===== src/rtl/cpu_types_pkg.sv =====
// Shared CPU types: bus word, RAM handshake state and the memory arbiter FSM encoding.
package cpu_types_pkg;

    typedef logic [31:0] word_t;

    typedef enum logic [1:0] {
        FREE,
        BUSY,
        ACCESS,
        ERROR
    } ramstate_t;

    typedef enum logic [1:0] {
        IDLE,
        IGRANT,
        DGRANT
    } arb_state_t;

endpackage


===== src/rtl/mem_arbiter.sv =====
// Serialises icache fills and dcache accesses onto the single RAM port.
// Dcache has priority; a saturating counter forces an icache grant after STARVE_LIMIT dcache wins.
module mem_arbiter
    import cpu_types_pkg::*;
#(
    parameter int unsigned STARVE_LIMIT = 4
) (
    input  logic        CLK,
    input  logic        nRST,
    input  logic        iREN,
    input  logic [31:0] iaddr,
    output logic        iwait,
    output logic [31:0] iload,
    input  logic        dREN,
    input  logic        dWEN,
    input  logic [31:0] daddr,
    input  logic [31:0] dstore,
    output logic        dwait,
    output logic [31:0] dload,
    output logic        ramREN,
    output logic        ramWEN,
    output logic [31:0] ramaddr,
    output logic [31:0] ramstore,
    input  logic [31:0] ramload,
    input  logic [1:0]  ramstate
);

    localparam int unsigned CntW = $clog2(STARVE_LIMIT + 1);
    localparam logic [CntW-1:0] CntMax = CntW'(STARVE_LIMIT);

    arb_state_t      state_q, state_d;
    logic [CntW-1:0] count_q, count_d;
    logic            dreq;
    logic            access;

    assign dreq   = dREN | dWEN;
    assign access = (ramstate == ACCESS);

    always_ff @(posedge CLK or negedge nRST) begin
        if (!nRST) begin
            state_q <= IDLE;
            count_q <= '0;
        end else begin
            state_q <= state_d;
            count_q <= count_d;
        end
    end

    always_comb begin
        state_d  = state_q;
        count_d  = count_q;
        iwait    = 1'b1;
        dwait    = 1'b1;
        iload    = '0;
        dload    = '0;
        ramREN   = 1'b0;
        ramWEN   = 1'b0;
        ramaddr  = '0;
        ramstore = '0;

        unique case (state_q)
            IDLE: begin
                if (dreq && !(iREN && count_q == CntMax)) begin
                    state_d = DGRANT;
                    if (!iREN) begin
                        count_d = '0;
                    end else if (count_q != CntMax) begin
                        count_d = count_q + 1'b1;
                    end
                end else if (iREN) begin
                    state_d = IGRANT;
                    count_d = '0;
                end
            end
            IGRANT: begin
                // A dropped request aborts the grant with no completion.
                if (iREN) begin
                    ramREN  = 1'b1;
                    ramaddr = iaddr;
                    iload   = ramload;
                    if (access) begin
                        iwait   = 1'b0;
                        state_d = IDLE;
                    end
                end else begin
                    state_d = IDLE;
                end
            end
            DGRANT: begin
                if (dreq) begin
                    ramWEN   = dWEN;
                    ramREN   = dREN & ~dWEN;
                    ramaddr  = daddr;
                    ramstore = dstore;
                    dload    = ramload;
                    if (access) begin
                        dwait   = 1'b0;
                        state_d = IDLE;
                    end
                end else begin
                    state_d = IDLE;
                end
            end
            default: state_d = IDLE;
        endcase
    end

endmodule


===== config.mk =====
export PLATFORM = sky130hd
export DESIGN_NAME = mem_arbiter
export DESIGN_NICKNAME = d
export VERILOG_FILES = /design/src/rtl/cpu_types_pkg.sv /design/src/rtl/mem_arbiter.sv
export SDC_FILE = /design/constraint.sdc
export NUM_CORES = 1
export LEC_CHECK = 0
export BUFFER_PORTS_ARGS = -buffer_cell sky130_fd_sc_hd__buf_2
export CAP_MARGIN = 20
export CORE_AREA = 2 2 105 107
export CTS_CLUSTER_SIZE = 28
export DETAILED_ROUTE_END_ITERATION = 10
export DIE_AREA = 0 0 107 109
export PLACE_DENSITY = 0.63
export SETUP_SLACK_MARGIN = 0.2
export SYNTH_ARGS = -nofsm -noshare
export SYNTH_HDL_FRONTEND = slang
export SYNTH_SLANG_ARGS = --single-unit

===== constraint.sdc =====
create_clock -name CLK -period 1.6 [get_ports CLK]
set_input_delay 0.32 -clock CLK [delete_from_list [all_inputs] [get_ports CLK]]
set_output_delay 0.32 -clock CLK [all_outputs]
set_load 0.01 [all_outputs]

# == Word-level counts from Yosys, hierarchy flattened ==
# Cells that the tools add are included.
# op_classes
add_sub_neg,1
mul,0
div,0
order_cmp,0
eq_ne,7
n_shift,0
mux,29
bitwise,3
reduce_logical,6
# ops
op,n
2-to-1 mux 32 bit,8
case mux 32 bit (2 select lines),1
2-to-1 mux 3 bit,4
2-to-1 mux 2 bit,5
2-to-1 mux 1 bit,9
"!= test 3 bit, second input constant",2
case mux 2 bit (3 select lines),1
"== test 2 bit, second input constant",2
"adder 3 x 1 -> 3 bit, second input constant",1
"== test 3 bit, second input constant",1
"!= test 3 x 2 -> 1 bit, second input constant",1
AND reduction 3 bit,1
"== test 2 x 1 -> 1 bit, second input constant",1
logical AND 1 bit,2
logical NOT 2 bit,1
case mux 1 bit (2 select lines),1
nonzero test 2 bit,1
bitwise AND 1 bit,1
logical NOT 1 bit,1
inverter 1 bit,1
bitwise OR 1 bit,1
# totals
register_bits,5
latchBits,0
ram_bits,0
romBits,0
in_bits,135
out_inout_bits,132
elab_cells,48
mem_count,0

# == Logic depth before layout (Yosys ltp) ==
# logic_depth
word_depth,6
ltp_mapped,7
mapped_depth_nobuf,5

# == Worst setup path after synthesis ==
# OpenSTA, ideal clock, no wires.
# synth_path
kind,reg2out
from,register state_q[1]
to,output port ramaddr[10]
t_arrival_ns,1.401
required_ns,1.280
setup_slack_ns,-0.121
path_stages_with_launch,8
n_path_buf,2
cell_sequence,dfrtp_1 -> inv_1 -> ha_1 -> and2_1 -> buf_4 -> buf_4 -> a22oi_1 -> nor2b_1
# synth_between
elab_chain_cells,2
word_cells_on_any_way,3
cone_classes,eq/ne: 2; mux: 1
# synth_lines
item,line,rtl
start: declaration,mem_arbiter.sv:31,"arb_state_t state_q, state_d;"
start signal: assignment,mem_arbiter.sv:44,state_q <= state_d;
== test 2 bit or == test 2 x 1 -> 1 bit (tied branches),mem_arbiter.sv:61,unique case (state_q)
case mux 32 bit (2 select lines) (*),mem_arbiter.sv:61,
end: declaration,mem_arbiter.sv:22,"output logic [31:0] ramaddr,"
# Every way passes the cells marked *; elsewhere a longest branch is shown, timed or not.

# == Final worst setup path ==
# layout_path
from,register state_q[0]
to,output port ramaddr[0]
# The elaborated chain is that of the path after synthesis.

==> flow_summary.toml <==
[place]
place_ws_ps = -115.2
gp_congestion = 0.7702
hpwlAfterDp_um = 6112
port_buffers = 266

[power_and_ir_drop]
power_mw = 5.132
powerDensity_mw_per_mm2 = 1155
peakVddDrop_uv = 815.7
power.share.clock_pct = 4.6
p_seq_share_pct = 4.3
p_leak_nw = 2.360
combPwrFrac_pct = 91.1
intPower_mw = 3.105
switchingPower_mw = 2.028
power_switching_share_pct = 39.51

[sta]
fin_worst_skew_ps = 4.809
hold_viol = 0
whs_ps = 440.0
min_period_ps = 1966
worst-slew-pin-transition_ps = 373.3
rsz0062_at_grt = "yes"
setup_slack_ps = -365.8
slew_headroom_pct = 75.11
period_share_pct = 122.9
finalSetupViolCount = 131
report.final.slew_viol_count = 0
max_freq_ghz = 0.5087

[die]
dieHeight_um = 109
die_w_um = 107
ios = 267
fp.coreArea_mm2 = 0.01060
rows = 38
start_util_pct = 15.60
die_area_mm2 = 0.01166

[synth]
syn-cell-area_mm2 = 0.001654
yosysWarnings = 0
avgSynthCellArea_um2 = 7.130
yosysSeqAreaShare_pct = 7.564
ys_ff_latch = 5
synth.distinct_cells = 29
netlist_instances = 232
syn_nets = 373

[setup_path]
startpoint_type = "register"
crit_slowest_cell = "dfrtp_2"
cp-end-kind = "output pin"
critical-path-top-delay-family = "buffers and inverters"
crit_buf_inv = 4
r2r-start = "state_q[0]"
crit_type = "register to output pin"
arrival_ps = 1650
path_cells = "inv_2, ha_4, o21a_4, buf_12, clkbuf_16, a22oi_1, nor2b_1, buf_2"
max_stage_delay_ps = 420
r2r-end = "state_q[0]"
cp_max_fo = 10
reg2reg_depth = 8
r2r_setup_slack_ps = 10
required_ps = 1280

[cts]
clkLatencyLatePin_ps = 220
cts_tree = "done"
clkTransAtPathRegs_ps = 40
cts_buffers = 3
clock-sinks = 5
root_buffer = "clkbuf_8"
cts_buffer_depth = 2
htree_levels = 1

[routing]
dr.pass1.iters = 4
wl_per_cell_um = 14.81
route.detailed.drc = 0
drtAntennaViolNets = 0
drt-initial-drc-count = 127
wl_um = 9758
num_vias = 2889
viasPerCell = 4.384

[run_status]
status = "finished with violations"
violations = "setup timing"

[global_routing]
grt_pass1_wl_um = 10910
overflow = 0
first_global_vias = 2378
antenna_found_initial = 0
grt_max_degree = 44
grt_use_total_pct = 11.05

[cells_and_area]
final_cell_mix = "buf_2, buf_6, and2_4, nor2b_1"
antennaDiodeCount = 0
nNetsFinal = 661
drive_above_1_share_pct = 81.70
layout_commonest_cell = "buf_2"
syn_to_final_growth_pct = 168.5

[hold_path]
hp-class = "input port to async pin"

[job]
maxCapViolCount = 0
registers in the layout, indices dropped and copies added, names as in the netlist:
register,flops
state_q,2
count_q,3
cell usage after synthesis, drive strengths merged:
cell type  count  share of area [%]
o21a           2               0.91
and4b          1               0.83
and2          67                 27
nand3          5                1.5
nor2           2               0.45
mux2           1               0.68
o2111ai        3                2.0
o22ai          1               0.38
a32o           1               0.61
buf           12                6.5
o21ai          1               0.30
inv            5                1.1
nor3           1               0.30
nand4          1               0.38
nor2b         33                 12
dfrtp          5                7.6
nand2b         2               0.76
a22o           1               0.53
clkbuf        13                3.3
nand2          4               0.91
a22oi         32                 15
and3          32                 12
or2            1               0.53
ha             6                4.5
kinds of logic after synthesis:
group / Yosys count / share of synthesized area, %
compound gates: 41 / 19.21
simple gates: 149 / 57.11
flops: 5 / 7.564
fa+ha+maj: 6 / 4.538
mux: 1 / 0.6807
buf+inv: 30 / 10.89
worst max-delay path by stage:
stage / startpoint / endpoint / slack [ps] / cells past startpoint
after global routing: state_q[0] / ramaddr[0] / -440 / 8
after floorplan: state_q[0] / dload[12] / -30 / 7
after global placement: state_q[0] / ramaddr[20] / -80 / 7
final: state_q[0] / ramaddr[0] / -370 / 8
after CTS: state_q[0] / ramaddr[27] / -340 / 7
after detailed placement: state_q[0] / ramaddr[0] / -120 / 7
timing repair:
action                                  4_1_cts  5_1_grt
pin swaps                                     0        8
endpoints found under the hold margin         5        0
setup buffers                                 4       10
hold buffers                                  1        0
gates cloned                                  1       11
resized for setup                            15      102
endpoints found under the setup margin      135      136
power by group through the flow:
| stage | Combinational, mW | Clock, mW | Sequential [mW] |
|---|---|---|---|
| 4_1_cts | 3.51 | 0.240 | 0.218 |
| 5_1_grt | 5.01 | 0.253 | 0.228 |
| 2_1_floorplan | 2.18 | 0 | 0.221 |
| 3_3_place_gp | 3.16 | 0 | 0.216 |
| 6_report | 4.68 | 0.235 | 0.222 |
| 3_5_place_dp | 3.23 | 0 | 0.220 |
layer usage:
metal / share of wire [%] / track usage, % / vias to the layer above
met1: 40 / 14.09 / 1362
met5: 0 / 0 / -
met3: 6.5 / 1.195 / 2
met4: 0.14 / 0.3711 / 0
li1: - / - / 1378
met2: 53 / 21.06 / 147
area by class of cell:
cell class | instances | area (µm²)
timing repair buffer | 308 | 2357
multi-input combinational | 197 | 1719
sequential | 5 | 126.4
fill | 1069 | 6161
tap | 140 | 175.2
clock buffer | 4 | 45.04
inverter | 5 | 18.77
metrics by stage:
step / TNS (ps) / instance area, µm² / std cells / util (%)
final: -39310 / 4442 / 659 / 41.89
after global placement: -2842 / 3354 / 628 / 31.64
after detailed placement: -5835 / 3354 / 628 / 31.64
after CTS: -35570 / 3552 / 638 / 33.50
after global routing: -47850 / 4442 / 659 / 41.89
after floorplan: -925.7 / 1871 / 232 / -
Note: power is estimated with default switching activity, not from simulation.
